===== config.mk =====
export PLATFORM = sky130hd
export DESIGN_NAME = serial_subtractor
export DESIGN_NICKNAME = d
export VERILOG_FILES = /design/src/rtl/sersub_pkg.sv /design/src/rtl/fs_bit_cell.sv /design/src/rtl/serial_subtractor.sv
export SDC_FILE = /design/constraint.sdc
export NUM_CORES = 1
export LEC_CHECK = 0
export CELL_PAD_IN_SITES_DETAIL_PLACEMENT = 1
export CELL_PAD_IN_SITES_GLOBAL_PLACEMENT = 2
export CORE_MARGIN = 4
export CORE_UTILIZATION = 25
export DETAILED_ROUTE_END_ITERATION = 7
export PLACE_DENSITY = 0.77
export REMOVE_ABC_BUFFERS = 1
export SETUP_SLACK_MARGIN = 0.05
export SLEW_MARGIN = 30
export SYNTH_ARGS = -nofsm -noshare
export SYNTH_HDL_FRONTEND = slang
export SYNTH_SLANG_ARGS = --single-unit

===== constraint.sdc =====
create_clock -name clk -period 3.37 [get_ports clk]
set_input_delay 0.674 -clock clk [delete_from_list [all_inputs] [get_ports clk]]
set_output_delay 0.674 -clock clk [all_outputs]
set_load 0.01 [all_outputs]

===== src/rtl/sersub_pkg.sv =====
// Shared definitions for the bit-serial subtractor.
// Latency: n/a (types and constants only).
// Backpressure: n/a.
package sersub_pkg;

    typedef enum logic [1:0] {
        IDLE  = 2'd0,
        SHIFT = 2'd1,
        DONE  = 2'd2
    } state_t;

    localparam int DEFAULT_WIDTH = 8;

endpackage


===== src/rtl/fs_bit_cell.sv =====
// Single-bit full subtractor: d = ai - bi - br, bnext = borrow out.
// Latency: combinational, zero cycles.
// Backpressure: none; pure function of its inputs.
// Ports: ai/bi minuend/subtrahend bits, br borrow-in -> d difference bit, bnext borrow-out.
module fs_bit_cell (
    input  logic ai,
    input  logic bi,
    input  logic br,
    output logic d,
    output logic bnext
);

    assign d     = ai ^ bi ^ br;
    // Borrow when ai=0,bi=1, or when the bits are equal and a borrow is pending.
    assign bnext = (~ai & bi) | (~(ai ^ bi) & br);

endmodule


===== src/rtl/serial_subtractor.sv =====
// Bit-serial WIDTH-bit subtractor, diff = a - b - bin, LSB first through one fs_bit_cell.
// Latency: start sampled in IDLE -> WIDTH SHIFT cycles (busy) -> one DONE cycle (done pulse).
// Backpressure: none; start is ignored (not queued) while busy or in DONE.
// Ports: clk, rst (sync, active-high); start/a/b/bin request; busy, done, diff, bout results.
// Optional: define SERSUB_OVF_EN to add output ovf (signed overflow, registered with diff).
module serial_subtractor
    import sersub_pkg::*;
#(
    parameter  int WIDTH = DEFAULT_WIDTH,
    localparam int CNT_W = $clog2(WIDTH + 1)
) (
    input  logic             clk,
    input  logic             rst,
    input  logic             start,
    input  logic [WIDTH-1:0] a,
    input  logic [WIDTH-1:0] b,
    input  logic             bin,
    output logic             busy,
    output logic             done,
    output logic [WIDTH-1:0] diff,
    output logic             bout
`ifdef SERSUB_OVF_EN
    ,
    output logic             ovf
`endif
);

    state_t           state;
    state_t           state_nxt;
    logic [WIDTH-1:0] a_sh;
    logic [WIDTH-1:0] b_sh;
    // Holds the WIDTH-1 bits already produced; the current cell output
    // supplies the MSB, so the full result is {d, res_sh}.
    logic [WIDTH-2:0] res_sh;
    logic             br_q;
    logic [CNT_W-1:0] cnt;
    logic             last_bit;
    logic             d;
    logic             bnext;
    logic [WIDTH-1:0] res_nxt;

    fs_bit_cell u_cell (
        .ai    (a_sh[0]),
        .bi    (b_sh[0]),
        .br    (br_q),
        .d     (d),
        .bnext (bnext)
    );

    assign last_bit = (cnt == CNT_W'(WIDTH - 1));
    assign res_nxt  = {d, res_sh};

    always_comb begin
        state_nxt = state;
        busy      = 1'b0;
        done      = 1'b0;
        case (state)
            IDLE: begin
                if (start) state_nxt = SHIFT;
            end
            SHIFT: begin
                busy = 1'b1;
                if (last_bit) state_nxt = DONE;
            end
            DONE: begin
                done      = 1'b1;
                state_nxt = IDLE;
            end
            default: state_nxt = IDLE;
        endcase
    end

    always_ff @(posedge clk) begin
        if (rst) begin
            state  <= IDLE;
            a_sh   <= '0;
            b_sh   <= '0;
            res_sh <= '0;
            br_q   <= 1'b0;
            cnt    <= '0;
            diff   <= '0;
            bout   <= 1'b0;
`ifdef SERSUB_OVF_EN
            ovf    <= 1'b0;
`endif
        end else begin
            state <= state_nxt;
            case (state)
                IDLE: begin
                    if (start) begin
                        a_sh <= a;
                        b_sh <= b;
                        br_q <= bin;
                        cnt  <= '0;
                    end
                end
                SHIFT: begin
                    a_sh   <= a_sh >> 1;
                    b_sh   <= b_sh >> 1;
                    res_sh <= res_nxt[WIDTH-1:1];
                    br_q   <= bnext;
                    cnt    <= cnt + 1'b1;
                    // Results are published only on the final step, so the
                    // outputs hold the previous result while shifting.
                    if (last_bit) begin
                        diff <= res_nxt;
                        bout <= bnext;
`ifdef SERSUB_OVF_EN
                        // On the final step the cell sees the operand MSBs.
                        ovf  <= (a_sh[0] ^ b_sh[0]) & (d ^ a_sh[0]);
`endif
                    end
                end
                default: ;
            endcase
        end
    end

endmodule


==> run_results.csv <==
group,metric,value,unit
sta,fin_skew,0.00762,ns
power,ir_drop,0.230,mV
logic_synthesis,synth_cell_types,30,
sta,period_share,77.5,%
clocking,htree_levels,2,
floorplan,die-area,0.00798,mm^2
place,gp_congestion,0.708,
power,power_density,444,mW/mm^2
power,p_leak,0.695,nW
setup_path,cp-end-kind,"output port",
clocking,clk_pin_slew_worst_paths,0.08,ns
floorplan,die_w,89.3,um
setup_path,crit_buf_inv,3,
clocking,hold_buffers,0,
setup_path,crit_path_start_kind,"register",
logic_synthesis,yosysSeqAreaShare,47.2,%
final_layout,drive_above_1_share,6.02,%
setup_path,critical_path_required,2.70,ns
route,wl_per_cell,14.0,um
final_layout,area_growth,25.1,%
clocking,cts_sinks,39,
clocking,postCtsSetupRepairBufs,0,
place,dp_hpwl,2740,um
setup_path,path_class,"register to output port",
sta,period_needed,2.61,ns
floorplan,initial_utilization,25.9,%
clocking,clk_path_buf_depth,2,
route,totalWireLength,4110,um
logic_synthesis,synth.yosys.warnings,0,
grt,grtUsageTotal,11.6,%
grt,grt_max_degree,40,
min_path,holdCritStartpoint,"res_sh[0]$_SDFFE_PP0N_",
sta,worstMarginPinSlew,0.514,ns
final_layout,layout_commonest_cell,"dfxtp_1",
min_path,min_path_cells,2,
floorplan,num_io_pins,31,
logic_synthesis,avgSynthCellArea,8.66,um^2
status,status,"finished, final reports clean",
setup_path,crit_chain,"nand2b_1, buf_4, inv_2, clkdlybuf4s50_1",
logic_synthesis,postSynthCellCount,191,
final_layout,diodes,0,
grt,antenna_found_initial,0,
clocking,ctsResizeCount,0,
clocking,cts_buffers,5,
final_layout,layout_common_cells,"dfxtp_1 (39), clkdlybuf4s50_1 (30), nor2_1 (28)",
final_layout,seq_area,781,um^2
final_layout,final_util,32.4,%
floorplan,core,0.00639,mm^2
sta,setup_violations,0,
clocking,insertion_delay,0.29,ns
logic_synthesis,synth.top_cell.area_share,47.2,%
route,avgViaCountPerCell,4.91,
sta,finalHoldViolations,0,
place,dpl-instance-area,0.00198,mm^2
place,io_buffers,30,
setup_path,cp.arrival,1.94,ns
setup_path,rr_startpoint,"cnt[0]$_SDFFE_PP0P_",
logic_synthesis,ys_top_cells_by_area,"dfxtp_1 (47%), a211oi_1 (6.8%), nor2_1 (6.4%), o2bb2ai_1 (5.3%), a21oi_1 (5.1%)",
grt,grt.overflow.total,0,
grt,grt_pass1_vias,1479,
setup_path,path_max_fanout,20,
route,dr_total_vias,1440,
final_layout,final_area,0.00207,mm^2
logic_synthesis,synth_area,0.00165,mm^2
final_layout,nFillCells,771,
route,route.detailed.drc,0,
sta,hold_ws,0.463,ns
setup_path,cpLargestDelayFamily,"buffers and inverters",
sta,maxSlewHeadroom,65.6,%
setup_path,reg2reg_to,"bout$_SDFFE_PP0P_",
power,finalPower,0.918,mW
final_layout,multiInputGateArea,766,um^2
floorplan,std_cell_rows,29,
sta,fmax,383,MHz
floorplan,die_height,89.3,um
sta,drv_slew,0,
grt,grt_pass1_wl,7200,um
route,drtIter0Drc,43,
logic_synthesis,synth_seq_cells,39,
route,dr.pass1.iters,4,
job,timing.max_cap.violations,0,
setup_path,reg2reg_depth,4,
setup_path,cpMaxStageDelayCell,"clkdlybuf4s50_1",
setup_path,rrSetupSlack,1.85,ns
clocking,cts_tree,"built",
final_layout,fin_nets,237,
route,postRouteAntennaNets,0,
min_path,holdPathEnd,"res_sh[0]$_SDFFE_PP0N_",
min_path,hold_path.class,"register to register",
sta,fin_setup_tns,0,ns
setup_path,crit_path_max_incr_delay,0.61,ns
clocking,root_buffer,"clkbuf_8",
sta,rsz0062_at_grt,"no",
logic_synthesis,synth_top_area_cell,"dfxtp_1",
[final cells by class]
cell class / count / share of cell area [%]
multi-input combinational: 131 / 37.0
inverter: 5 / 0.907
clock buffer: 6 / 3.51
sequential: 39 / 37.7
clock inverter: 2 / 0.605
timing repair buffer: 33 / 15.6
tap: 77 / 4.66
[tightest hold or removal path, delay by kind of cell (launching register included)]
| family | cells | cell delay [ns] |
|---|---|---|
| flops | 1 | 0.32 |
| simple gates | 1 | 0.05 |
| compound gates | 1 | 0.05 |
[where the power goes]
group	switching (mW)	internal (mW)	total, mW
registers	0.0123	0.482	0.495
clock network	0.165	0.145	0.309
logic	0.0619	0.0522	0.114
[sequential cells by signal, indices dropped and copies added, names as in the netlist]
signal and cells:
a_sh 8, b_sh 8, diff 8, res_sh 7, cnt 4, state 2, bout 1, br_q 1
[layer usage]
metal	GRT usage (%)	routed length, um	up-vias	share of wire (%)
met5	0	0	-	0
met4	2.03	34	0	0.83
met3	3.96	205	5	5.0
met2	18.6	1780	36	43
met1	15.4	2090	667	51
li1	-	-	732	-
[metrics by stage]
step                std cells  setup WS [ns]
CTS                       293          0.734
detailed placement        285           1.01
global route              293          0.603
finish                    293          0.758
global placement          285           1.06
floorplan                 175           1.34
[how the worst max path moves through the flow]
stage                          startpoint                   end  slack, ns  cells after the start
detailed placement                  start  a_sh[5]$_SDFFE_PP0P_       1.01                      4
global route        state[1]$_SDFFE_PP0P_                  busy       0.60                      4
floorplan           state[0]$_SDFFE_PP0P_                  busy       1.34                      2
finish              state[1]$_SDFFE_PP0P_                  busy       0.76                      4
global placement    state[1]$_SDFFE_PP0P_                  busy       1.06                      4
CTS                 state[1]$_SDFFE_PP0P_                  busy       0.73                      4
[synth_stat cells (all sizes together)]
cell	n
o22ai	4
o2bb2ai	10
o21ba	1
fa	1
or3	1
a31oi	1
nand2b	2
o32a	1
a311oi	1
nand3	10
nor4	1
a221oi	2
nor3b	1
buf	9
o21bai	1
inv	5
nor2	28
and3b	1
a211oi	15
ha	1
a22oi	3
nand2	20
o31ai	8
a21oi	17
clkbuf	7
o21ai	1
dfxtp	39
[cells by family (layout without fill, tap and decap cells)]
logic type / Yosys count / after routing / share of synthesized area, %
flops: 39 / 39 / 47.2
buf+inv: 21 / 46 / 6.50
fa+ha+maj: 2 / 2 / 1.97
compound gates: 65 / 65 / 27.9
simple gates: 64 / 64 / 16.4
(Power assumes the default switching activity.)
